`src/rtl/pipe_if_stage_if.sv`:
```
// Instruction-memory fetch interface.
// One req/ack handshake between the fetch stage and instruction memory.
//   req   : fetch request; the address is valid while req is high
//   addr  : fetch address
//   ack   : read data valid this cycle; may rise in the same cycle as req
//   rdata : instruction word, valid while ack is high
interface pipe_if_stage_if;
    localparam int unsigned XLEN = 32;

    logic            req;
    logic [XLEN-1:0] addr;
    logic            ack;
    logic [XLEN-1:0] rdata;

    modport master (output req, output addr, input ack, input rdata);
    modport slave  (input req, input addr, output ack, output rdata);
endinterface

```
`src/rtl/pipe_if_stage.sv`:
```
// Instruction-fetch stage with IF/ID pipeline register.
// Holds the PC, picks the next PC from pcsource, fetches over a req/ack
// instruction-memory handshake, and presents inst/dpc4 to the ID stage.
// Ports:
//   clock, reset     : rising-edge clock, synchronous active-high reset
//   pcsource         : next-PC select (00 pc+4, 01 bpc, 10 rpc, 11 jpc)
//   bpc, rpc, jpc    : branch / register / jump targets
//   we_pc_ir         : 1 = PC/IR may advance, 0 = hold
//   reset_ir         : 1 = IR loads the bubble word at the next edge
//   imem             : instruction-memory master port (req/addr/ack/rdata)
//   pc, pc4          : current fetch PC and PC + 4
//   inst, dpc4       : IF/ID instruction register and its PC + 4
// Optional feature macro IF_PERF_EN: adds fetch_cnt and stall_cnt counters.
module pipe_if_stage #(
    parameter logic [31:0] RESET_PC = 32'h0000_0000,
    parameter logic [31:0] NOP_WORD = 32'h0000_0000
) (
    input  logic                   clock,
    input  logic                   reset,
    input  logic [1:0]             pcsource,
    input  logic [31:0]            bpc,
    input  logic [31:0]            rpc,
    input  logic [31:0]            jpc,
    input  logic                   we_pc_ir,
    input  logic                   reset_ir,
    pipe_if_stage_if.master        imem,
    output logic [31:0]            pc,
    output logic [31:0]            pc4,
    output logic [31:0]            inst,
    output logic [31:0]            dpc4
`ifdef IF_PERF_EN
    ,
    output logic [31:0]            fetch_cnt,
    output logic [31:0]            stall_cnt
`endif
);

    localparam int unsigned XLEN = 32;

    typedef enum logic {FETCH, HOLD} state_t;

    // What the IR does at the next edge
    typedef enum logic [2:0] {
        IR_KEEP,
        IR_MEM,
        IR_BUF,
        IR_BUBBLE,
        IR_CLEAR
    } ir_sel_t;

    state_t          state_q;
    state_t          state_d;
    ir_sel_t         ir_sel;
    logic            pc_load;
    logic            buf_load;
    logic [XLEN-1:0] sel_tgt;
    logic [XLEN-1:0] npc;
    logic            redir_pend;
    logic [XLEN-1:0] redir_tgt;
    logic [XLEN-1:0] buf_word;
    logic [XLEN-1:0] buf_pc4;

    // Next-PC mux; a redirect latched while the PC was stalled wins
    always_comb begin
        sel_tgt = pc4;
        unique case (pcsource)
            2'b00: sel_tgt = pc4;
            2'b01: sel_tgt = bpc;
            2'b10: sel_tgt = rpc;
            2'b11: sel_tgt = jpc;
            default: sel_tgt = pc4;
        endcase
        npc = redir_pend ? redir_tgt : sel_tgt;
    end

    assign imem.req  = (state_q == FETCH) & ~reset;
    assign imem.addr = pc;

    // FSM state register
    always_ff @(posedge clock) begin
        if (reset) begin
            state_q <= FETCH;
        end else begin
            state_q <= state_d;
        end
    end

    // FSM next state and datapath controls
    always_comb begin
        state_d  = state_q;
        pc_load  = 1'b0;
        buf_load = 1'b0;
        ir_sel   = IR_KEEP;
        unique case (state_q)
            FETCH: begin
                if (imem.ack) begin
                    if (we_pc_ir) begin
                        pc_load = 1'b1;
                        ir_sel  = IR_MEM;
                    end else begin
                        // ID stalled: park the word so it is not lost
                        buf_load = 1'b1;
                        state_d  = HOLD;
                    end
                end else if (we_pc_ir) begin
                    ir_sel = IR_BUBBLE;
                end
            end
            HOLD: begin
                if (we_pc_ir) begin
                    pc_load = 1'b1;
                    ir_sel  = IR_BUF;
                    state_d = FETCH;
                end
            end
            default: state_d = FETCH;
        endcase
        // IR flush from ID overrides any IR load; PC/FSM unaffected
        if (reset_ir) begin
            ir_sel = IR_CLEAR;
        end
    end

    // PC, redirect latch, hold buffer and IF/ID register
    always_ff @(posedge clock) begin
        if (reset) begin
            pc         <= RESET_PC;
            pc4        <= RESET_PC + 32'd4;
            redir_pend <= 1'b0;
            redir_tgt  <= '0;
            buf_word   <= NOP_WORD;
            buf_pc4    <= '0;
            inst       <= NOP_WORD;
            dpc4       <= '0;
        end else begin
            if (pc_load) begin
                pc  <= npc;
                pc4 <= npc + 32'd4;
            end

            // Remember a redirect issued while the PC could not move;
            // the in-flight (delay-slot) fetch still completes
            if (pc_load) begin
                redir_pend <= 1'b0;
            end else if (pcsource != 2'b00) begin
                redir_pend <= 1'b1;
                redir_tgt  <= sel_tgt;
            end

            if (buf_load) begin
                buf_word <= imem.rdata;
                buf_pc4  <= pc4;
            end

            unique case (ir_sel)
                IR_MEM: begin
                    inst <= imem.rdata;
                    dpc4 <= pc4;
                end
                IR_BUF: begin
                    inst <= buf_word;
                    dpc4 <= buf_pc4;
                end
                IR_BUBBLE: begin
                    inst <= NOP_WORD;
                end
                IR_CLEAR: begin
                    inst <= NOP_WORD;
                    dpc4 <= '0;
                end
                default: ;
            endcase
        end
    end

`ifdef IF_PERF_EN
    // Accepted-fetch and stall-cycle counters, free-running and wrapping
    always_ff @(posedge clock) begin
        if (reset) begin
            fetch_cnt <= '0;
            stall_cnt <= '0;
        end else begin
            if ((state_q == FETCH) && imem.ack) begin
                fetch_cnt <= fetch_cnt + 32'd1;
            end
            if (!we_pc_ir) begin
                stall_cnt <= stall_cnt + 32'd1;
            end
        end
    end
`endif

endmodule

```
`src/flat_wrapper.sv`:
```
// flat-port wrapper written by rule: the top's interface ports become plain ports
module pipe_if_stage_flat 
#(
    parameter logic [31:0] RESET_PC = 32'h0000_0000,
    parameter logic [31:0] NOP_WORD = 32'h0000_0000
)
  (clock, reset, pcsource, bpc, rpc, jpc, we_pc_ir, reset_ir, pc, pc4, inst, dpc4, imem_req, imem_addr, imem_ack, imem_rdata);
  pipe_if_stage_if imem_i ();
  input  logic clock;
  input  logic reset;
  input  logic [1:0] pcsource;
  input  logic [31:0] bpc;
  input  logic [31:0] rpc;
  input  logic [31:0] jpc;
  input  logic we_pc_ir;
  input  logic reset_ir;
  output logic [31:0] pc;
  output logic [31:0] pc4;
  output logic [31:0] inst;
  output logic [31:0] dpc4;
  output wire logic [$bits(imem_i.req)-1:0] imem_req;
  output wire logic [$bits(imem_i.addr)-1:0] imem_addr;
  input wire logic [$bits(imem_i.ack)-1:0] imem_ack;
  input wire logic [$bits(imem_i.rdata)-1:0] imem_rdata;
  assign imem_req = imem_i.req;
  assign imem_addr = imem_i.addr;
  assign imem_i.ack = imem_ack;
  assign imem_i.rdata = imem_rdata;
  pipe_if_stage #(.RESET_PC(RESET_PC), .NOP_WORD(NOP_WORD)) u_core (.clock(clock), .reset(reset), .pcsource(pcsource), .bpc(bpc), .rpc(rpc), .jpc(jpc), .we_pc_ir(we_pc_ir), .reset_ir(reset_ir), .imem(imem_i), .pc(pc), .pc4(pc4), .inst(inst), .dpc4(dpc4));
endmodule
```
`config.mk`:
```
export PLATFORM = sky130hd
export DESIGN_NAME = pipe_if_stage_flat
export DESIGN_NICKNAME = d
export VERILOG_FILES = /design/src/rtl/pipe_if_stage_if.sv /design/src/rtl/pipe_if_stage.sv /design/src/flat_wrapper.sv
export SDC_FILE = /design/constraint.sdc
export NUM_CORES = 1
export LEC_CHECK = 0
export BUFFER_PORTS_ARGS = -buffer_cell sky130_fd_sc_hd__buf_2
export CORE_MARGIN = 3
export CORE_UTILIZATION = 57
export CTS_BUF_LIST = sky130_fd_sc_hd__clkbuf_16
export CTS_CLUSTER_DIAMETER = 30
export DETAILED_ROUTE_END_ITERATION = 6
export PLACE_DENSITY = 0.87
export SYNTH_ARGS = -nofsm -noshare
export SYNTH_HDL_FRONTEND = slang
export SYNTH_SLANG_ARGS = --single-unit
```
`constraint.sdc`:
```
create_clock -name clock -period 7.6 [get_ports clock]
set_input_delay 0.38 -clock clock [delete_from_list [all_inputs] [get_ports clock]]
set_output_delay 0.38 -clock clock [all_outputs]
set_load 0.01 [all_outputs]
```
## Word level (Yosys, flattened, before mapping)

Cells that the tools add are included.

- Add/sub/neg operators: 1
- Equal/unequal tests: 7
- Mux-type cells: 17
- Bitwise operators: 4
- Reduce and logical (&&, ||, !) cells: 7

Operators by type and width:

| cell | number |
|---|---|
| case mux 32 bit (3 select lines) | 2 |
| case mux 32 bit (4 select lines) | 1 |
| adder 32 x 3 -> 32 bit, second input constant | 1 |
| two-way mux 32 bit | 1 |
| equality test 3 x 2 -> 1 bit, second input constant | 2 |
| two-way mux 1 bit | 6 |
| two-way mux 3 bit | 2 |
| case mux 3 bit (2 select lines) | 1 |
| nonzero test 3 bit | 2 |
| equality test 2 bit, second input constant | 2 |
| two-way mux 2 bit | 2 |
| case mux 1 bit (2 select lines) | 2 |
| OR reduction 2 bit | 2 |
| equality test 3 x 1 -> 1 bit, second input constant | 1 |
| equality test 3 bit, second input constant | 1 |
| NOT 1 bit | 3 |
| equality test 2 x 1 -> 1 bit, second input constant | 1 |
| zero test 2 bit | 1 |
| AND reduction 2 bit | 1 |
| nonzero test 2 bit | 1 |
| AND 1 bit | 1 |

- Bits in registers: 226
- Input port bits: 135
- Output and inout bits: 161
- Logic and storage cells: 45

## Logic depth before layout (Yosys ltp)

- Depth after elaboration: 7
- Mapped depth: 12
- Mapped depth without buffers: 9

## Worst setup path after synthesis

OpenSTA, ideal clock, no wires.

- Path type: input-to-reg
- From: input port pcsource[0]
- To: register u_core.pc4[29]
- Setup time: 0.136 ns
- Arrival: 2.479 ns
- Required time: 7.464 ns
- Setup slack: 4.986 ns
- Stages on the path: 9
- Buffers on the path: 2
- Cells stage by stage: buf_2 or2b_2 o2bb2ai_1 o31a_1 or4_1 buf_2 or3_4 o41ai_2 o211ai_1

- Word-level cells in the longest chain between the ends: 4
- Elaborated cells between the ends (all ways): 7
- Classes of those cells: add/sub (1); eq/ne (3); mux (2); reduce/logical (1)

RTL lines:

| item | line | source |
|---|---|---|
| start: declaration | flat_wrapper.sv:11 | `input logic [1:0] pcsource;` |
| equality test 2 bit, or another cell as far along | pipe_if_stage.sv:66 | `unique case (pcsource)` |
| case mux 32 bit (4 select lines) * | pipe_if_stage.sv:66 |  |
| two-way mux 32 bit * | pipe_if_stage.sv:73 | `npc = redir_pend ? redir_tgt : sel_tgt;` |
| adder 32 x 3 -> 32 bit * | pipe_if_stage.sv:138 | `pc4 <= npc + 32'd4;` |
| end signal: assignment | pipe_if_stage.sv:128 | `pc4 <= RESET_PC + 32'd4;` |
| end signal: assignment | pipe_if_stage.sv:138 |  |
| end: declaration | pipe_if_stage.sv:28 | `output logic [31:0] pc4,` |

Mark *: on every way between the ends. The rest lies on a longest branch, timed or not.
A chain may end at the register's enable or synchronous reset.

## Worst setup path after layout

- From: register u_core.redir_pend
- To: register u_core.pc4[31]

- Word-level cells in the longest chain between the ends: 2

RTL lines:

| item | line | source |
|---|---|---|
| start: declaration | pipe_if_stage.sv:58 | `logic redir_pend;` |
| start signal: assignment | pipe_if_stage.sv:129 | `redir_pend <= 1'b0;` |
| start signal: assignment | pipe_if_stage.sv:144 | `redir_pend <= 1'b0;` |
| start signal: assignment | pipe_if_stage.sv:146 | `redir_pend <= 1'b1;` |
| two-way mux 32 bit | pipe_if_stage.sv:73 |  |
| adder 32 x 3 -> 32 bit | pipe_if_stage.sv:138 |  |

Every way passes these cells.

==> results.json <==
{
  "postSynthAreaPerCell_um2": 8.52,
  "reg2reg_slack_ps": 3600,
  "dpl_cell_area_um2": 11800,
  "worstMarginPinSlew_ps": 1220,
  "cts_resized": 0,
  "maxUsedRoutingLayer": "met5",
  "max_freq_mhz": 250,
  "die-height_um": 143,
  "ys_ff_latch": 224,
  "pin_count": 296,
  "setup_viol_count_final": 0,
  "rr_startpoint": "u_core.redir_pend",
  "htree_levels": 2,
  "die_area_um2": 20300,
  "drc": 0,
  "grt_max_degree": 128,
  "holdWs_ps": 121,
  "start_kind": "register",
  "antenna_found_initial": 1,
  "fp.coreArea_um2": 18100,
  "synth_cell_types": 58,
  "viasPerCell": 6.18,
  "ff_latch_area_um2": 4480,
  "min-delay-start": "imem_rdata[25]",
  "clkTransAtPathRegs_ps": 50,
  "wl_per_cell_um": 19.4,
  "hpwl_um": 21600,
  "cts.sink_count": 224,
  "synth_common_cells": "224 x dfxtp_1, 186 x nand2_1, 160 x nor2_1",
  "crit_start": "u_core.redir_pend",
  "rows": 49,
  "finalHoldViolations": 0,
  "grt_pass1_wl_um": 51100,
  "slew_violations": 0,
  "cp.required_ps": 8000,
  "syn_nets": 1384,
  "rsz0062_at_grt": "no",
  "power_density_nw_per_um2": 267,
  "synth.most_common_cell": "dfxtp_1",
  "diodes": 0,
  "wl_um": 33100,
  "portBuffers": 295,
  "cts_tree": "built",
  "drtAntennaViolNets": 0,
  "relSlewSlack": 0.186,
  "cts-root-buf": "clkbuf_16",
  "place.gp.congestion": 0.918,
  "wl_met1_um": 13100,
  "critPathMaxFanout": 28,
  "utilization": 0.719,
  "area_delta_synth_final_pct": 22.7,
  "design_area_um2": 13000,
  "netlist_top_cells_area": "dfxtp_1 42%, nand2_1 6.6%, nor2_1 5.6%",
  "drive_above_1_share": 0.274,
  "grt_usage": 0.309,
  "fin_crit_sh": 0.526,
  "die_w_um": 143,
  "ys_seq_area_frac": 0.422,
  "path_class": "reg -> reg",
  "syn_area_um2": 10600,
  "clockBufferDepth": 3,
  "synth_edf_count": 0,
  "nFillCells": 1346,
  "p_total_mw": 3.49,
  "fin_worst_skew_ps": 16.2,
  "leakage_nw": 5.64,
  "cts_setup_buffers": 0,
  "min_path_type": "in -> reg",
  "wl_met2_um": 15800,
  "vias": 10600,
  "final.min_clock_period_ps": 4000,
  "firstDrtPassIters": 6,
  "synth_top_area_frac": 0.422,
  "critPathArrivalTime_ps": 4400,
  "cap_violations": 0,
  "nets": 1589,
  "syn-instance-count": 1248,
  "start_util": 0.586,
  "overflow": 0,
  "clk-insertion-delay-late_ps": 520,
  "route.met3.wl_um": 2650,
  "final.setup.tns_ps": 0,
  "dr.first_iter.drc_count": 1135,
  "grt_pass1_vias": 9662,
  "cp-end-kind": "register",
  "yosysWarningCount": 0,
  "status": "finished clean",
  "numCtsBuffers": 40,
  "multiInputGateArea_um2": 5390,
  "synth_largest_area_cell": "dfxtp_1",
  "ir_worst_vdd_mv": 0.158,
  "ys.flop_type": "dfxtp_1",
  "synthArstFlopShare": 0,
  "postCtsHoldBufs": 0
}
-- flip-flops by register name, indices dropped and copies added (netlist names) --
name               flops
u_core.buf_pc4        32
u_core.buf_word       32
u_core.dpc4           32
u_core.inst           32
u_core.pc4            32
u_core.redir_tgt      32
u_core.imem.addr      30
u_core.redir_pend      1
u_core.state_q         1
-- layer usage --
| metal | global-route usage | up-vias |
|---|---|---|
| met4 | 0.143 | 2 |
| met2 | 0.503 | 587 |
| met1 | 0.403 | 4981 |
| li1 | - | 4893 |
| met5 | 0 | - |
| met3 | 0.0534 | 111 |
-- report_power, final --
part	internal (mW)	switching [mW]	leakage, nW	total, mW
registers	1.25	0.0664	1.84	1.32
logic	0.187	0.294	3.17	0.481
clock network	1.09	0.604	0.635	1.69
-- final timing paths --
check / depth (start not counted) / to
min reg2reg: 2 / u_core.buf_word[30]
max: 7 / u_core.pc4[31]
max reg2reg: 7 / u_core.pc4[31]
min: 3 / u_core.buf_word[25]
-- critical path, stage by stage (launching register included) --
cell and delay [ps]:
dfxtp_1 900, inv_2 540, mux2i_1 330, nor4_2 460, nand3_2 270, nor3_1 990, a311o_1 300, o211ai_1 80
-- cell families (layout without fill, tap and decap cells) --
family,Yosys count,after routing,synth area share
AOI/OAI and AO/OA,280,280,0.182
DFF,224,224,0.422
xor gates and xnor gates,9,9,0.00741
muxes,72,72,0.0942
buffers and inverters,150,385,0.0759
and+or+nand+nor,512,512,0.217
adders and majority gates,1,1,0.00118
-- final cells by class --
class / count / area share
sequential: 224 / 0.344
multi-input combinational: 874 / 0.413
timing repair buffer: 309 / 0.122
clock inverter: 31 / 0.0200
clock buffer: 41 / 0.0786
inverter: 4 / 0.00115
tap: 229 / 0.0220
-- through the flow --
step / worst slack, ps / std cells
6_report: 3600 / 1712
5_1_grt: 3290 / 1712
4_1_cts: 3710 / 1712
3_5_place_dp: 3460 / 1640
3_3_place_gp: 3570 / 1640
2_1_floorplan: 4990 / 1248
-- cell usage in the layout (no fill, tap or decap), types with 5 or more instances in the layout --
master        n
o211ai_1      6
nor3_1       79
mux4_1       11
nor4_1        8
a221oi_1     64
a211oi_1     56
nand2_1     186
dfxtp_1     224
or2_2         7
o2bb2ai_1     6
nand2b_1      5
o21ai_0      33
mux2i_1      52
clkinvlp_4    6
xnor2_1       5
a21oi_1      85
mux4_2        8
buf_4        14
clkinv_1      5
inv_6         5
nor2_1      154
nand4_1       6
inv_1         9
nand3_1      14
buf_2       294
clkbuf_16    41
nand3b_1     28
Note: power is estimated with default switching activity, not from simulation.
